<file path="config.mk">
export PLATFORM = sky130hd
export DESIGN_NAME = core_run_ctrl
export DESIGN_NICKNAME = d
export VERILOG_FILES = /design/src/rtl/core_run_ctrl.sv
export SDC_FILE = /design/constraint.sdc
export NUM_CORES = 1
export LEC_CHECK = 0
export CAP_MARGIN = 20
export CORE_UTILIZATION = 40
export DETAILED_ROUTE_END_ITERATION = 8
export GPL_ROUTABILITY_DRIVEN = 0
export GPL_TIMING_DRIVEN = 0
export HOLD_SLACK_MARGIN = 0.03
export PLACE_DENSITY_LB_ADDON = 0.08
export RECOVER_POWER = 50
export SLEW_MARGIN = 20
export SYNTH_ARGS = -nofsm -noshare
export SYNTH_HDL_FRONTEND = slang
export SYNTH_SLANG_ARGS = --single-unit
</file>
<file path="constraint.sdc">
create_clock -name clk -period 2.57 [get_ports clk]
set_clock_uncertainty 0.05 [all_clocks]
set_input_delay 0.771 -clock clk [delete_from_list [all_inputs] [get_ports clk]]
set_output_delay 0.771 -clock clk [all_outputs]
set_load 0.02 [all_outputs]
</file>
<file path="src/rtl/core_run_ctrl.sv">
// core_run_ctrl -- debug run-control sequencer for the Tachyon core pipeline.
//
// Sits between the core debug register port and Fetch. It halts Fetch and waits
// for the pipeline to drain. While halted it injects ITR instructions one at a
// time and waits for each to retire or time out. It resumes on command and
// serves the CTRL / STATUS / ITR debug registers.
//
// Ports:
//   clk, rst        core clock, synchronous active-high reset
//   dbg_on_rst      leave reset in HALTED instead of RUN
//   dbg_req         1-cycle register access strobe; dbg_wr_rd selects write(1)/read(0)
//   dbg_addr        register index (0 CTRL, 1 STATUS, 3 ITR)
//   dbg_wdata       write data
//   dbg_rdata       read data, registered, held until the next read
//   dbg_rd_ready    1-cycle pulse one cycle after a read strobe
//   fetch_halt      Fetch must not issue program fetches (all states except RUN)
//   itr_valid       injected instruction valid (ITR_ISSUE only)
//   itr_insn        injected instruction, stable while itr_valid
//   itr_ready       Fetch accepts itr_insn
//   wb_retire       Writeback retired an instruction
//   halted          core is in HALTED
module core_run_ctrl #(
   parameter int DBG_ADDR_WIDTH = 5,
   parameter int DATA_WIDTH     = 32,
   parameter int DRAIN_CYCLES   = 6,
   parameter int ITR_TIMEOUT    = 12
) (
   input  logic                      clk,
   input  logic                      rst,
   input  logic                      dbg_on_rst,
   input  logic                      dbg_req,
   input  logic                      dbg_wr_rd,
   input  logic [DBG_ADDR_WIDTH-1:0] dbg_addr,
   input  logic [DATA_WIDTH-1:0]     dbg_wdata,
   output logic [DATA_WIDTH-1:0]     dbg_rdata,
   output logic                      dbg_rd_ready,
   output logic                      fetch_halt,
   output logic                      itr_valid,
   output logic [DATA_WIDTH-1:0]     itr_insn,
   input  logic                      itr_ready,
   input  logic                      wb_retire,
   output logic                      halted
);

   localparam int CNT_MAX = (DRAIN_CYCLES > ITR_TIMEOUT) ? DRAIN_CYCLES : ITR_TIMEOUT;
   localparam int CNT_W   = (CNT_MAX > 1) ? $clog2(CNT_MAX) : 1;

   localparam logic [CNT_W-1:0] DRAIN_LOAD = CNT_W'(DRAIN_CYCLES - 1);
   localparam logic [CNT_W-1:0] ITR_LOAD   = CNT_W'(ITR_TIMEOUT - 1);

   localparam logic [DBG_ADDR_WIDTH-1:0] ADDR_CTRL   = DBG_ADDR_WIDTH'(0);
   localparam logic [DBG_ADDR_WIDTH-1:0] ADDR_STATUS = DBG_ADDR_WIDTH'(1);
   localparam logic [DBG_ADDR_WIDTH-1:0] ADDR_ITR    = DBG_ADDR_WIDTH'(3);

   typedef enum logic [2:0] {
      ST_RUN       = 3'd0,
      ST_HALTING   = 3'd1,
      ST_HALTED    = 3'd2,
      ST_ITR_ISSUE = 3'd3,
      ST_ITR_WAIT  = 3'd4
   } state_e;

   state_e                  state_q, state_d;
   logic [CNT_W-1:0]        cnt_q, cnt_d;
   logic [DATA_WIDTH-1:0]   itr_insn_q, itr_insn_d;
   logic [DATA_WIDTH-1:0]   rdata_q, rdata_d;
   logic                    rd_ready_q, rd_ready_d;
   logic                    itr_err_q, itr_err_d;
   logic                    itr_tmo_q, itr_tmo_d;
   logic [7:0]              retired_q, retired_d;
   logic                    fetch_halt_q, halted_q, itr_valid_q;

   logic                    wr_ctrl, wr_itr, rd_req;
   logic [DATA_WIDTH-1:0]   status_w;

   assign wr_ctrl = dbg_req & dbg_wr_rd & (dbg_addr == ADDR_CTRL);
   assign wr_itr  = dbg_req & dbg_wr_rd & (dbg_addr == ADDR_ITR);
   assign rd_req  = dbg_req & ~dbg_wr_rd;

   always_comb begin
      status_w        = '0;
      status_w[2:0]   = state_q;
      status_w[3]     = itr_err_q;
      status_w[4]     = itr_tmo_q;
      status_w[15:8]  = retired_q;
   end

   always_comb begin
      state_d    = state_q;
      cnt_d      = cnt_q;
      itr_insn_d = itr_insn_q;
      itr_err_d  = itr_err_q;
      itr_tmo_d  = itr_tmo_q;
      retired_d  = retired_q;
      rdata_d    = rdata_q;
      rd_ready_d = rd_req;

      if (rd_req) begin
         rdata_d = (dbg_addr == ADDR_STATUS) ? status_w : '0;
      end

      // Clear is applied first so that any sticky set below in the same cycle wins.
      if (wr_ctrl && dbg_wdata[2]) begin
         itr_err_d = 1'b0;
         itr_tmo_d = 1'b0;
      end
      if (wr_itr && (state_q != ST_HALTED)) begin
         itr_err_d = 1'b1;
      end

      case (state_q)
         ST_RUN: begin
            if (wr_ctrl && dbg_wdata[0]) begin
               state_d = ST_HALTING;
               cnt_d   = DRAIN_LOAD;
            end
         end
         ST_HALTING: begin
            if (cnt_q == '0) state_d = ST_HALTED;
            else             cnt_d   = cnt_q - 1'b1;
         end
         ST_HALTED: begin
            if (wr_itr) begin
               state_d    = ST_ITR_ISSUE;
               itr_insn_d = dbg_wdata;
            end else if (wr_ctrl && dbg_wdata[1]) begin
               state_d = ST_RUN;
            end
         end
         ST_ITR_ISSUE: begin
            if (itr_valid_q && itr_ready) begin
               state_d = ST_ITR_WAIT;
               cnt_d   = ITR_LOAD;
            end
         end
         ST_ITR_WAIT: begin
            // A retire in the last timeout cycle still counts as a retire.
            if (wb_retire) begin
               state_d   = ST_HALTED;
               retired_d = retired_q + 8'd1;
            end else if (cnt_q == '0) begin
               state_d   = ST_HALTED;
               itr_tmo_d = 1'b1;
            end else begin
               cnt_d = cnt_q - 1'b1;
            end
         end
         default: state_d = ST_RUN;
      endcase
   end

   // Status outputs are registered from the next state so they line up with state_q.
   always_ff @(posedge clk) begin
      if (rst) begin
         state_q      <= dbg_on_rst ? ST_HALTED : ST_RUN;
         fetch_halt_q <= dbg_on_rst;
         halted_q     <= dbg_on_rst;
         itr_valid_q  <= 1'b0;
         cnt_q        <= '0;
         itr_insn_q   <= '0;
         rdata_q      <= '0;
         rd_ready_q   <= 1'b0;
         itr_err_q    <= 1'b0;
         itr_tmo_q    <= 1'b0;
         retired_q    <= '0;
      end else begin
         state_q      <= state_d;
         fetch_halt_q <= (state_d != ST_RUN);
         halted_q     <= (state_d == ST_HALTED);
         itr_valid_q  <= (state_d == ST_ITR_ISSUE);
         cnt_q        <= cnt_d;
         itr_insn_q   <= itr_insn_d;
         rdata_q      <= rdata_d;
         rd_ready_q   <= rd_ready_d;
         itr_err_q    <= itr_err_d;
         itr_tmo_q    <= itr_tmo_d;
         retired_q    <= retired_d;
      end
   end

   assign dbg_rdata    = rdata_q;
   assign dbg_rd_ready = rd_ready_q;
   assign fetch_halt   = fetch_halt_q;
   assign halted       = halted_q;
   assign itr_valid    = itr_valid_q;
   assign itr_insn     = itr_insn_q;

endmodule
</file>
After elaboration in Yosys (flattened, before gate mapping)
Cells that the tools add are included.

storage, ports and cells
  bits in registers = 85
  bits in latches = 0
  RAM bits = 0
  bits in read-only memories = 0
  bits of input ports = 44
  output and inout bits = 68
  logic and storage cells = 67
  memories = 0

operators by class
  add/sub/neg operators = 2
  $mul = 0
  div/mod/pow operators = 0
  magnitude comparators = 0
  equality and inequality tests = 12
  shifts and indexed selects = 0
  mux-type cells = 23
  bitwise gates (word level) = 5
  reductions and logical operators = 14

operators with widths
  operator               count
  $mux W3                7
  $mux W16               1
  $mux W4                4
  $pmux W4 S4            1
  $pmux W3 S5            1
  $eq A3 B2 Y1 const B   4
  $add A8 B1 Y8 const B  1
  $mux W1                8
  $ne A2 B2 Y1 const B   3
  $eq A5 B1 Y1 const B   1
  $eq A5 B2 Y1 const B   1
  $logic_and A1 B1 Y1    5
  $logic_not A5 Y1       1
  $and A1 B1 Y1          4
  $logic_not A4 Y1       1
  $reduce_and A2 Y1      2
  $reduce_and A4 Y1      1
  $reduce_bool A4 Y1     1
  $sub A4 B1 Y4 const B  1
  $eq A3 B1 Y1 const B   1
  $eq A3 B3 Y1 const B   1
  $logic_not A3 Y1       1
  $ne A3 B2 Y1 const B   1
  $reduce_bool A3 Y1     1
  3 further kinds        3

Depth between registers and ports, before layout
  depth after elaboration = 8
  depth in mapped cells = 7
  mapped depth without buffers = 7

Worst setup path after synthesis
OpenSTA, ideal clock, no wires.

  path kind = in2reg
  start = input port dbg_addr[2]
  end = register cnt_q[3]
  setup time = 0.070 ns
  arrival = 1.873 ns
  data required time = 2.450 ns
  setup slack = 0.577 ns
  stages on the path = 5
  buffers on the path = 0
  path through = and4bb_2 -> nand3_1 -> a211o_1 -> or2_0 -> a21oi_1

between the ends
  cells in the longest elaborated chain, start to end = 5

ends and longest elaborated chain
  element                      line  RTL
  start: declaration           33    input logic [DBG_ADDR_WIDTH-1:0] dbg_addr,
  $logic_not A5 Y1             76    assign wr_ctrl = dbg_req & dbg_wr_rd & (dbg_addr == ADDR_CTRL);
  $and A1 B1 Y1                76
  $logic_and A1 B1 Y1          113   if (wr_ctrl && dbg_wdata[0]) begin
  $ne A2 B2 Y1 (no line)       --
  $reduce_and A4 Y1 (no line)  --
  end signal: assignment       171   cnt_q <= cnt_d;
  end: declaration             64    logic [CNT_W-1:0] cnt_q, cnt_d;

Every way passes these cells.
A chain may end at the register's enable or synchronous reset.

Final worst setup path
  start = input port dbg_addr[0]
  end = register cnt_q[3]

The elaborated chain is that of the path after synthesis.

==> results.yml <==
logic_synthesis:
  netlist.area_leader.share_pct: 48.0
  ys_ff_latch: 66
  yosys_warnings: 0
  synth_edf_count: 0
  avgSynthCellArea_um2: 8.40
  yosysTopAreaCell: "dfxtp_1"
  ys_types: 45
  ys_top_cells_by_area: "dfxtp_1 (48%), nand2_1 (9.7%), a21oi_1 (6.5%)"
  syn-instance-count: 328
  yosysSeqAreaShare_pct: 48.0
  synth-main-ff-cell: "dfxtp_1"
  synthArstFlopShare_pct: 0
  syn_area_mm2: 0.00275
drt:
  drtIter0Drc: 116
  drtPass1Iterations: 9
  wirelength_mm: 6.68
  vias: 2541
  vias_per_cell: 4.79
  routedWlPerCell_um: 12.6
  drt_drc_violations_left: 12
  antenna_left: 0
clock_network:
  clk_path_buf_depth: 2
  cts_buffers: 9
  cts.sinks: 66
  holdBufCountCts: 0
  clk_pin_slew_ns: 0.07
  clk_latency_ns: 0.34
  h-tree-depth: 3
  cts_tree: "built"
  cts_resized: 0
  postCtsSetupBuffers: 0
  cts_root_buffer: "clkbuf_8"
global_route:
  track_usage_pct: 19.0
  grt_max_degree: 13
  first_global_vias: 2386
  grt_pass1_wl_mm: 11.0
  grt-ovfl-total: 0
  antenna_found_initial: 0
power_and_ir_drop:
  peakVddDrop_mv: 0.360
  power_w: 0.00217
  p_leak_nw: 1.63
  powerDensity_mw_per_mm2: 536
run_status:
  status: "finished, violations left"
  violations: "DRC"
placement:
  port_buffers: 91
  dp_slack_ns: -0.0153
  hpwl_mm: 4.96
  place_inst: 514
hold_path:
  min_path_type: "reg -> reg"
worst_setup_path:
  crit_path_end_kind: "flip-flop"
  path_class: "in -> reg"
  crit_family: "simple AND/OR/NAND/NOR gates"
  worst-path-max-fanout: 6
  crit_arrival_ns: 2.58
  crit_buf_inv: 1
  cpPeakStageDelay_ns: 0.55
  critPathLaunchType: "input port"
  cp_slowest_cell: "dlygate4sd3_1"
  required_ns: 2.79
  cp_cell_sequence: "dlygate4sd3_1 > nor3_1 > nand3_1 > a211o_1 > or2_0 > a21oi_1"
final_layout:
  fillers: 601
  num_antenna_cells: 0
  area_growth_syn_to_layout_pct: 46.7
  nets: 494
  stdcell_count: 530
  drive_gt1_share_pct: 9.93
sta:
  slew_violations: 0
  clock.fmax_mhz: 425
  hold_viol: 0
  fin_setup_tns_ns: 0
  setup_viol: 0
  min_period_ns: 2.35
  rsz0062_at_grt: "no"
  fin_crit_sh_pct: 91.6
  layout_setup_ws_ns: 0.216
die:
  die_h_um: 85.0
  dieArea_mm2: 0.00722
  num_rows: 29
  io_pins: 112
  initial_core_util_pct: 42.4
  die_x_um: 85.0
  core_mm2: 0.00649
flow_run:
  drv_cap: 0
-- metrics by stage --
| stage | area [um^2] | utilization, % | hold slack (ns) |
|---|---|---|---|
| 6_report | 4040 | 62.2 | 0.401 |
| 5_1_grt | 4040 | 62.2 | 0.416 |
| 4_1_cts | 4050 | 62.3 | 0.406 |
| 3_5_place_dp | 3830 | 58.9 | 0.395 |
| 3_3_place_gp | 3830 | 58.9 | 0.391 |
| 2_1_floorplan | 2820 | - | 0.386 |
-- where the power goes --
part	switching (W)	internal (W)
logic	0.0000905	0.0000987
registers	0.00000466	0.00103
clock network	0.000401	0.000544
-- sequential cells by signal, indices dropped and copies added, names as in the netlist --
signal	flops
retired_q	8
halted	1
itr_err_q	1
cnt_q	4
itr_insn	32
fetch_halt	1
dbg_rd_ready	1
state_q	3
dbg_rdata	13
itr_valid	1
itr_tmo_q	1
-- logic make-up (layout without fill, tap and decap cells) --
group	count (synthesis)	in the layout	synth area share, %
simple gates	138	138	23.1
compound gates	70	70	16.1
flops	66	66	48.0
buf+inv	43	150	9.13
xor+xnor	7	7	2.23
fa+ha+maj	2	2	0.909
other cells	1	19	0.136
mux	1	1	0.363
-- cell usage after synthesis, types with 2 or more instances --
master,instances
clkbuf_1,11
and4bb_2,2
a32oi_1,3
and3_1,2
buf_4,20
nand4_1,4
a21oi_1,36
o211a_1,2
ha_1,2
nand2b_1,3
inv_1,5
or3b_1,3
nor2_1,29
o21ai_1,2
dfxtp_1,66
nor3_1,4
buf_2,6
nor2b_1,3
nand3_1,5
xor2_1,5
a22oi_1,14
a211oi_1,3
nor3b_1,4
nand2_1,71
xnor2_1,2
and2_1,2
-- tightest hold or removal path: stages (launching register included) --
cell,delay (ns)
dfxtp_1,0.31
nand2_1,0.05
a21oi_1,0.05
-- cell type report --
| type | count | area (um^2) | share of cell area, % |
|---|---|---|---|
| flip-flops and latches | 66 | 1320 | 32.7 |
| multi-input cells | 237 | 1240 | 30.8 |
| repair buffers | 91 | 911 | 22.5 |
| plain buffers | 38 | 231 | 5.73 |
| clock buffers | 9 | 124 | 3.07 |
| well taps | 77 | 96.3 | 2.38 |
| clock inverters | 7 | 93.8 | 2.32 |
| inverters | 5 | 18.8 | 0.465 |
-- metal layers --
metal	global-route usage [%]	share of wire (%)	vias up
met1	24.7	48	1145
li1	-	-	1318
met2	30.4	45	74
met5	0	0	-
met4	7.40	0.51	0
met3	4.57	6.3	4
-- worst paths after layout --
check,from,endpoint,slack [ns],cells after the start
worst max register to register,cnt_q[0],fetch_halt,0.57,7
worst max-delay path,dbg_addr[0],cnt_q[3],0.22,6
worst min register to register,itr_insn[4],itr_insn[4],0.40,2
worst min-delay path,itr_insn[4],itr_insn[4],0.40,2
-- cell usage in the layout (no fill, tap or decap), types with 2 or more instances in the layout --
cell type        instances
conb_1                  19
clkdlybuf4s50_1         51
o211a_1                  2
nand2_1                 71
ha_1                     2
nor2_1                  29
nor3_1                   5
a22oi_1                 14
nor2b_1                  3
and2_1                   2
nand4_1                  4
clkbuf_8                 9
a211oi_1                 3
xor2_1                   5
nor3b_1                  4
dlygate4sd3_1           40
inv_1                    5
buf_4                   20
nand2b_1                 3
nand3_1                  5
o21ai_0                  2
or3b_1                   3
and3_1                   2
dfxtp_1                 66
a32oi_1                  3
xnor2_1                  2
clkbuf_1                12
clkinv_2                 2
buf_2                    5
a21oi_1                 36
bufinv_16                2
clkinvlp_4               2
(Power assumes the default switching activity.)
